$ cat config.mk
export PLATFORM = sky130hd
export DESIGN_NAME = de_emph_filter_flat
export DESIGN_NICKNAME = d
export VERILOG_FILES = /design/src/rtl/de_emph_filter_if.sv /design/src/rtl/de_emph_filter.sv /design/src/flat_wrapper.sv
export SDC_FILE = /design/constraint.sdc
export NUM_CORES = 1
export LEC_CHECK = 0
export BUFFER_PORTS_ARGS = -buffer_cell sky130_fd_sc_hd__buf_2
export CAP_MARGIN = 30
export CORE_UTILIZATION = 50
export CTS_CLUSTER_SIZE = 28
export DETAILED_ROUTE_END_ITERATION = 16
export PLACE_DENSITY = 0.67
export SLEW_MARGIN = 20
export SYNTH_ARGS = -nofsm -noshare
export SYNTH_HDL_FRONTEND = slang
export SYNTH_SLANG_ARGS = --single-unit
export TNS_END_PERCENT = 1
$ cat constraint.sdc
create_clock -name sck -period 14.18 [get_ports sck]
set_input_delay 1.418 -clock sck [delete_from_list [all_inputs] [get_ports sck]]
set_output_delay 1.418 -clock sck [all_outputs]
set_load 0.02 [all_outputs]
$ cat src/rtl/de_emph_filter_if.sv
// Sample-stream bundle between the voice core, the de-emphasis filter and the I2S transmitter.
// With DE_EMPH_BYPASS_EN defined the bundle also carries the bypass control.
interface de_emph_filter_if #(
  parameter int unsigned DATA_WIDTH = 16
);

  logic                         clr;
  logic signed [DATA_WIDTH-1:0] data;
  logic                         l_vld;
  logic                         r_vld;
  logic                         in_ready;
  logic signed [DATA_WIDTH-1:0] data_out;
  logic                         out_l_vld;
  logic                         out_r_vld;
  logic                         drop_err;
`ifdef DE_EMPH_BYPASS_EN
  logic                         bypass;
`endif

`ifdef DE_EMPH_BYPASS_EN
  modport master (
    output clr, data, l_vld, r_vld, bypass,
    input  in_ready, data_out, out_l_vld, out_r_vld, drop_err
  );

  modport slave (
    input  clr, data, l_vld, r_vld, bypass,
    output in_ready, data_out, out_l_vld, out_r_vld, drop_err
  );
`else
  modport master (
    output clr, data, l_vld, r_vld,
    input  in_ready, data_out, out_l_vld, out_r_vld, drop_err
  );

  modport slave (
    input  clr, data, l_vld, r_vld,
    output in_ready, data_out, out_l_vld, out_r_vld, drop_err
  );
`endif

endinterface

$ cat src/rtl/de_emph_filter.sv
// Stereo first-order de-emphasis y = x + a*y[n-1] with one shared multiplier and a 1-entry
// pending buffer. Optional bypass input enabled by defining DE_EMPH_BYPASS_EN.
module de_emph_filter #(
  parameter int unsigned DATA_WIDTH = 16,
  parameter int unsigned COEF_WIDTH = 16,
  parameter int unsigned COEF       = 32113
) (
  input  logic              sck,
  input  logic              rst,
  de_emph_filter_if.slave   bus
);

  localparam int unsigned PW = DATA_WIDTH + COEF_WIDTH + 1;
  localparam int unsigned SW = DATA_WIDTH + 2;

  localparam logic signed [SW-1:0] SatMax = SW'((2 ** (DATA_WIDTH - 1)) - 1);
  localparam logic signed [SW-1:0] SatMin = ~SatMax;
  localparam logic signed [PW-1:0] RndOfs = PW'(2 ** (COEF_WIDTH - 2));
  localparam logic signed [PW-1:0] CoefExt = PW'(COEF);

  typedef enum logic [1:0] {
    S_IDLE,
    S_MUL,
    S_ADD
  } state_e;

  state_e                       r_state;
  state_e                       w_state_d;

  // Operand latched for the sample in flight; r_ch = 1 means right channel.
  logic signed [DATA_WIDTH-1:0] r_x;
  logic                         r_ch;

  logic                         r_pend_full;
  logic signed [DATA_WIDTH-1:0] r_pend_x;
  logic                         r_pend_ch;

  logic signed [PW-1:0]         r_prod;
  logic signed [DATA_WIDTH-1:0] r_y_l;
  logic signed [DATA_WIDTH-1:0] r_y_r;

  logic signed [DATA_WIDTH-1:0] r_data_out;
  logic                         r_out_l_vld;
  logic                         r_out_r_vld;
  logic                         r_drop_err;

  logic                         w_take;
  logic                         w_take_ch;
  logic                         w_push;
  logic                         w_push_ch;
  logic                         w_drop;

  logic                         w_ld;
  logic signed [DATA_WIDTH-1:0] w_ld_x;
  logic                         w_ld_ch;
  logic                         w_pop;
  logic                         w_emit;

  logic signed [DATA_WIDTH-1:0] w_y_sel;
  logic signed [PW-1:0]         w_y_ext;
  logic signed [PW-1:0]         w_prod;
  logic signed [PW-1:0]         w_prod_rnd;
  logic signed [SW-1:0]         w_fb;
  logic signed [SW-1:0]         w_sum;
  logic signed [DATA_WIDTH-1:0] w_sat;
  logic signed [DATA_WIDTH-1:0] w_res;

  // Strobe steering: IDLE takes a strobe straight into the datapath, a busy FSM parks it in
  // pending. A simultaneous pair always gives left priority.
  always_comb begin
    w_take    = 1'b0;
    w_take_ch = 1'b0;
    w_push    = 1'b0;
    w_push_ch = 1'b0;
    w_drop    = 1'b0;
    if (r_pend_full) begin
      w_drop = bus.l_vld | bus.r_vld;
    end else if (r_state == S_IDLE) begin
      w_take    = bus.l_vld | bus.r_vld;
      w_take_ch = ~bus.l_vld;
      w_push    = bus.l_vld & bus.r_vld;
      w_push_ch = 1'b1;
    end else begin
      w_push    = bus.l_vld | bus.r_vld;
      w_push_ch = ~bus.l_vld;
      w_drop    = bus.l_vld & bus.r_vld;
    end
  end

  always_comb begin
    w_state_d = r_state;
    w_ld      = 1'b0;
    w_ld_x    = r_x;
    w_ld_ch   = r_ch;
    w_pop     = 1'b0;
    unique case (r_state)
      S_IDLE: begin
        if (r_pend_full) begin
          w_pop     = 1'b1;
          w_ld      = 1'b1;
          w_ld_x    = r_pend_x;
          w_ld_ch   = r_pend_ch;
          w_state_d = S_MUL;
        end else if (w_take) begin
          w_ld      = 1'b1;
          w_ld_x    = bus.data;
          w_ld_ch   = w_take_ch;
          w_state_d = S_MUL;
        end
      end
      S_MUL: begin
        w_state_d = S_ADD;
      end
      S_ADD: begin
        if (r_pend_full) begin
          w_pop     = 1'b1;
          w_ld      = 1'b1;
          w_ld_x    = r_pend_x;
          w_ld_ch   = r_pend_ch;
          w_state_d = S_MUL;
        end else begin
          w_state_d = S_IDLE;
        end
      end
      default: begin
        w_state_d = S_IDLE;
      end
    endcase
  end

  assign w_emit = (r_state == S_ADD);

  // Datapath: signed y times zero-extended coefficient, then round-half-up back to Q0.
  assign w_y_sel    = r_ch ? r_y_r : r_y_l;
  assign w_y_ext    = PW'(w_y_sel);
  assign w_prod     = w_y_ext * CoefExt;
  assign w_prod_rnd = r_prod + RndOfs;
  assign w_fb       = SW'(w_prod_rnd >>> (COEF_WIDTH - 1));
  assign w_sum      = SW'(r_x) + w_fb;

  always_comb begin
    if (w_sum > SatMax) begin
      w_sat = SatMax[DATA_WIDTH-1:0];
    end else if (w_sum < SatMin) begin
      w_sat = SatMin[DATA_WIDTH-1:0];
    end else begin
      w_sat = w_sum[DATA_WIDTH-1:0];
    end
  end

`ifdef DE_EMPH_BYPASS_EN
  // Bypass also reloads the channel state with x so re-enabling the filter does not glitch.
  assign w_res = bus.bypass ? r_x : w_sat;
`else
  assign w_res = w_sat;
`endif

  always_ff @(posedge sck) begin
    if (rst) begin
      r_state     <= S_IDLE;
      r_x         <= '0;
      r_ch        <= 1'b0;
      r_pend_full <= 1'b0;
      r_pend_x    <= '0;
      r_pend_ch   <= 1'b0;
      r_prod      <= '0;
      r_y_l       <= '0;
      r_y_r       <= '0;
      r_data_out  <= '0;
      r_out_l_vld <= 1'b0;
      r_out_r_vld <= 1'b0;
      r_drop_err  <= 1'b0;
    end else begin
      r_state     <= w_state_d;
      r_pend_full <= (r_pend_full & ~w_pop) | w_push;
      r_out_l_vld <= w_emit & ~r_ch;
      r_out_r_vld <= w_emit & r_ch;
      if (w_ld) begin
        r_x  <= w_ld_x;
        r_ch <= w_ld_ch;
      end
      if (w_push) begin
        r_pend_x  <= bus.data;
        r_pend_ch <= w_push_ch;
      end
      if (r_state == S_MUL) begin
        r_prod <= w_prod;
      end
      if (w_emit) begin
        r_data_out <= w_res;
      end
      if (w_drop) begin
        r_drop_err <= 1'b1;
      end
      // clr beats the state write-back but the computed sample still goes out.
      if (bus.clr) begin
        r_y_l <= '0;
        r_y_r <= '0;
      end else if (w_emit) begin
        if (r_ch) begin
          r_y_r <= w_res;
        end else begin
          r_y_l <= w_res;
        end
      end
    end
  end

  assign bus.in_ready  = ~r_pend_full;
  assign bus.data_out  = r_data_out;
  assign bus.out_l_vld = r_out_l_vld;
  assign bus.out_r_vld = r_out_r_vld;
  assign bus.drop_err  = r_drop_err;

endmodule
$ cat src/flat_wrapper.sv
// flat-port wrapper written by rule: the top's interface ports become plain ports
module de_emph_filter_flat 
#(
  parameter int unsigned DATA_WIDTH = 16,
  parameter int unsigned COEF_WIDTH = 16,
  parameter int unsigned COEF       = 32113
)
  (sck, rst, bus_clr, bus_data, bus_l_vld, bus_r_vld, bus_in_ready, bus_data_out, bus_out_l_vld, bus_out_r_vld, bus_drop_err);
  de_emph_filter_if #(.DATA_WIDTH(DATA_WIDTH)) bus_i ();
  input  logic sck;
  input  logic rst;
  input wire logic [$bits(bus_i.clr)-1:0] bus_clr;
  input wire logic [$bits(bus_i.data)-1:0] bus_data;
  input wire logic [$bits(bus_i.l_vld)-1:0] bus_l_vld;
  input wire logic [$bits(bus_i.r_vld)-1:0] bus_r_vld;
  output wire logic [$bits(bus_i.in_ready)-1:0] bus_in_ready;
  output wire logic [$bits(bus_i.data_out)-1:0] bus_data_out;
  output wire logic [$bits(bus_i.out_l_vld)-1:0] bus_out_l_vld;
  output wire logic [$bits(bus_i.out_r_vld)-1:0] bus_out_r_vld;
  output wire logic [$bits(bus_i.drop_err)-1:0] bus_drop_err;
  assign bus_i.clr = bus_clr;
  assign bus_i.data = bus_data;
  assign bus_i.l_vld = bus_l_vld;
  assign bus_i.r_vld = bus_r_vld;
  assign bus_in_ready = bus_i.in_ready;
  assign bus_data_out = bus_i.data_out;
  assign bus_out_l_vld = bus_i.out_l_vld;
  assign bus_out_r_vld = bus_i.out_r_vld;
  assign bus_drop_err = bus_i.drop_err;
  de_emph_filter #(.DATA_WIDTH(DATA_WIDTH), .COEF_WIDTH(COEF_WIDTH), .COEF(COEF)) u_core (.sck(sck), .rst(rst), .bus(bus_i));
endmodule
== Yosys cells after proc, flatten, opt, wreduce, memory -nomap -nowiden ==
Index checks and enable logic that the tools add are counted.

* Output and inout bits: 20
* Bits of input ports: 21
* Register bits after elaboration: 121
* Word-level logic and storage cells: 67

* Multipliers: 1
* Add/sub/neg operators: 2
* Order comparisons: 2
* Bitwise logic cells: 10
* Reductions and logical operators: 7
* Muxes and demuxes: 28
* Equality and inequality tests: 4

{| class="wikitable"
|+ Operator list
! operator !! count
|-
| two-way mux 16 bit || 6
|-
| adder 33 x 16 -> 33 bit (second input constant) || 1
|-
| multiplier 16 x 16 -> 32 bit (second input constant) || 1
|-
| case mux 16 bit (2 select lines) || 1
|-
| adder 16 x 18 -> 18 bit || 1
|-
| greater-than comparator 18 x 16 -> 1 bit (second input constant) || 1
|-
| less-than comparator 18 x 16 -> 1 bit (second input constant) || 1
|-
| two-way mux 1 bit || 16
|-
| case mux 2 bit (3 select lines) || 1
|-
| bitwise AND 1 bit || 4
|-
| two-way mux 2 bit || 2
|-
| inverter 1 bit || 4
|-
| case mux 1 bit (2 select lines) || 2
|-
| AND reduction 2 bit || 2
|-
| AND reduction 4 bit || 1
|-
| OR reduction 2 bit || 2
|-
| inequality test 3 x 1 -> 1 bit (second input constant) || 1
|-
| equality test 2 x 1 -> 1 bit (second input constant) || 1
|-
| equality test 2 bit (second input constant) || 1
|-
| zero test 2 bit || 1
|-
| inequality test 2 x 1 -> 1 bit (second input constant) || 1
|-
| OR 1 bit || 2
|-
| nonzero test 2 bit || 1
|}

== Depth between registers and ports, before layout ==
* Depth in word-level cells: 7
* Mapped depth: 26
* Mapped depth without buffers: 23

== Worst setup path before layout ==
Ideal clock, no wire load.

* Kind: reg-to-reg
* From: register u_core.r_ch
* To: register u_core.r_prod[29]
* Path slack: 7.139 ns
* Stages on the path, launching flop included: 25
* Data required time: 14.053 ns
* Period minus slack after synthesis: 7.041 ns
* Arrival: 6.914 ns
* Library setup time: 0.127 ns
* Buffers on the path: 3
* Path through: dfxtp_1 buf_6 clkbuf_1 buf_1 mux2i_1 inv_1 fa_1 inv_1 fa_1 inv_1 fa_1 fa_1 fa_1 inv_1 fa_1 inv_1 ha_1 a21oi_1 a21oi_1 o21ai_0 o311ai_4 a211oi_4 o21bai_2 and4_4 or3_1

* Word-level cells in the longest chain between the ends: 2

{| class="wikitable"
|+ Ends and longest elaborated chain
! item !! RTL line !! source
|-
| from (decl) || de_emph_filter.sv:32 || <nowiki>logic r_ch;</nowiki>
|-
| from (signal assigned) || de_emph_filter.sv:180 || <nowiki>r_ch <= w_ld_ch;</nowiki>
|-
| two-way mux 16 bit || de_emph_filter.sv:134 || <nowiki>assign w_y_sel = r_ch ? r_y_r : r_y_l;</nowiki>
|-
| multiplier 16 x 16 -> 32 bit || de_emph_filter.sv:136 || <nowiki>assign w_prod = w_y_ext * CoefExt;</nowiki>
|-
| to (signal assigned) || de_emph_filter.sv:187 || <nowiki>r_prod <= w_prod;</nowiki>
|-
| to (decl) || de_emph_filter.sv:38 || <nowiki>logic signed [PW-1:0] r_prod;</nowiki>
|}

Every way passes these cells.
A chain may end at the register's enable or synchronous reset.

== Worst setup path in the final report ==
Ends and elaborated chain as after synthesis.

==> qor.yml <==
status: "complete, no violations"
synth_nets: 1449
min-delay-path-class: "reg2reg"
numCtsBuffers: 9
cts_root_buffer: "clkbuf_16"
die_area_sq_um: 22000
antenna_found_initial: 0
wl_per_cell_um: 16.3
drc: 0
rsz0062_at_grt: "false"
grt_pass1_wl_mm: 40.4
ys_async_sr_fraction: 0
routed_wl_mm: 24.3
period_share: 0.509
yosys_warnings: 0
yosysTopAreaCellShare: 0.204
synthCells: 1186
vias: 7962
seq_area_frac_synth: 0.198
ioPinCount: 41
ys_ff_latch: 106
start_util: 0.509
port_buffers: 40
placedCellCount: 1471
die_x_um: 148
pwr_density_cell_nw_per_um2: 79.5
grt_usage: 0.233
period_minus_slack_ps: 7210
dr.first_iter.drc_count: 397
finalSetupViolCount: 0
crit_path_end_kind: "flip-flop"
slew_headroom: 0.360
ant_nets: 0
drive_gt1_frac: 0.0924
cts_post_setup_buffers_inserted: 0
layout.nets: 1470
globalplace.congestion: 0.913
hpwlAfterDp_mm: 19.8
crit_path_max_fanout: 24
register_area_sq_um: 2120
clock_sink_count: 106
maxSlewViolCount: 0
path_clk_slew_ps: 70
drtPass1Iterations: 5
htreeDepth: 3
routed_via_density: 5.35
fin_hold_ws_ps: 464
overflow: 0
startpoint_type: "flip-flop"
area_growth_syn_to_layout_pct: 7.23
instances_no_fill: 1487
totalPowerFinal_w: 0.000912
p_leak_nw: 5.84
grt_start_max_net_pins: 76
synthDistinctLibCells: 69
tns_ps: 0
cts_tree: "yes"
cts_resized: 0
nFillCells: 1935
finalHoldViolCount: 0
worstPathArrival_ps: 7450
required_ps: 14410
clk_path_buf_depth: 2
clk_latency_ps: 350
grt_pass1_vias: 7883
multi_input_area_sq_um: 7510
fmax_ghz: 0.139
critPathKind: "reg2reg"
maxCapViolCount: 0
synth-edff-count: 0
die_h_um: 148
worstMarginPinSlew_ps: 960
holdBufCountCts: 0
irDropWorstVdd_uv: 71.5
netlist_area_sq_um: 10700
antenna_cells: 0
ys_top_cells_by_area: "fa_1 (20%), dfxtp_1 (20%), ha_1 (16%), inv_1 (8.4%), a21oi_1 (3.3%)"
yosys.area.top_type: "fa_1"
rows: 53
postSynthAreaPerCell_sq_um: 9.02
core_area_sq_um: 21000
ys.flop_type: "dfxtp_1"
clock_skew_ps: 6.41
[per-stage QoR]
step           instance area [sq um]  utilization  worst slack, ps
4_1_cts                        11500        0.546             6980
5_1_grt                        11500        0.546             6590
2_1_floorplan                  10700            -             7140
6_report                       11500        0.546             6970
3_5_place_dp                   11200        0.531             7010
3_3_place_gp                   11100        0.530             7090
[cells by family after synthesis]
| group | Yosys count | share of synthesized area |
|---|---|---|
| buffers and inverters | 279 | 0.100 |
| AO/OA/AOI/OAI | 243 | 0.162 |
| adder cells (fa/ha/maj) | 242 | 0.360 |
| AND/OR/NAND/NOR | 230 | 0.103 |
| flip-flops | 106 | 0.198 |
| XOR/XNOR | 50 | 0.0409 |
| multiplexers | 36 | 0.0357 |
[layout by cell type (no fill, tap or decap), drive strengths merged, types with 7 or more instances in the layout]
cell    synthesis  final
a31oi          10     10
nand2b          7      7
xnor2          40     40
a21o           16     16
fa            109    109
mux2i          32     32
ha            133    133
and3            9      9
o22ai           9      9
a311oi         16     16
a21oi          80     80
nor2           75     75
dfxtp         106    106
nand3          16     16
a211oi         19     19
buf             8     50
xor2           10     10
inv           238    241
o21ai          56     56
nand2          77     77
and4            9      9
clkbuf         32     10
nand4          10     10
[path summary, 6_finish.rpt]
path	from	endpoint	slack [ps]	depth (start not counted)
worst min register to register	u_core.bus.drop_err	u_core.bus.drop_err	460	2
worst max register to register	u_core.r_ch	u_core.r_prod[29]	6970	21
worst min-delay path	u_core.bus.drop_err	u_core.bus.drop_err	460	2
worst max-delay path	u_core.r_ch	u_core.r_prod[29]	6970	21
[synth_stat cells, types with 3 or more instances]
cell and instances:
xor2_1 10, inv_1 238, fa_1 109, a21o_1 16, buf_6 3, a21oi_1 70, o211ai_1 3, mux2_2 4
o32ai_1 3, nor3_1 5, and4_1 8, buf_1 3, and3_1 8, o21ai_0 53, o22ai_1 8, nand2b_1 7
ha_1 133, or3_1 6, nand3_1 16, o21ai_1 3, nor2b_1 3, a31oi_1 10, o31ai_1 3, nor4_1 3
a311oi_1 16, nand4_1 9, dfxtp_1 106, or2_2 3, o21a_1 4, clkbuf_1 32, nand2_1 77, a21oi_4 8
xnor2_1 40, a211oi_1 8, a211oi_2 9, nor2_1 74, and2_1 3, mux2i_1 30
[flip-flops by register name (all words and copies together), names as in the netlist]
signal	count
u_core.bus.data_out	16
u_core.bus.drop_err	1
u_core.bus.out_l_vld	1
u_core.bus.out_r_vld	1
u_core.r_ch	1
u_core.r_pend_ch	1
u_core.r_pend_full	1
u_core.r_pend_x	16
u_core.r_prod	18
u_core.r_state	2
u_core.r_x	16
u_core.r_y_l	16
u_core.r_y_r	16
[routing by layer]
| metal | vias up | part of all wire | routed length, um | track usage |
|---|---|---|---|---|
| li1 | 3970 | - | - | - |
| met1 | 3851 | 0.49 | 11800 | 0.327 |
| met2 | 122 | 0.47 | 11500 | 0.385 |
| met3 | 19 | 0.028 | 686 | 0.0276 |
| met4 | 0 | 0.012 | 290 | 0.0485 |
| met5 | - | 0 | 0 | 0 |
[power breakdown]
part | leakage [nW] | switching, W | internal (W) | total, W
Clock | 0.155 | 0.000117 | 0.000144 | 0.000261
Combinational | 4.82 | 0.000196 | 0.000118 | 0.000313
Sequential | 0.864 | 0.0000193 | 0.000319 | 0.000338
[cell type report]
cell class / instances / share of cell area
tap: 275 / 0.0300
sequential: 106 / 0.185
timing repair buffer: 50 / 0.0243
clock inverter: 6 / 0.00633
multi-input combinational: 801 / 0.655
clock buffer: 10 / 0.0208
inverter: 239 / 0.0782
[critical path, stage by stage, from the launching register on]
cell and delay [ps]:
dfxtp_1 490, mux2i_1 570, inv_1 610, fa_1 730, inv_1 70, fa_1 490, inv_1 60, fa_1 560
inv_1 60, fa_1 500, fa_1 520, fa_1 550, inv_1 40, ha_1 340, nand3_1 140, nor2_1 60
and3_1 180, a21o_1 190, a211oi_4 250, o21bai_2 110, and4_4 200, or3_1 350
No activity file was read; power rests on OpenSTA's default activity.
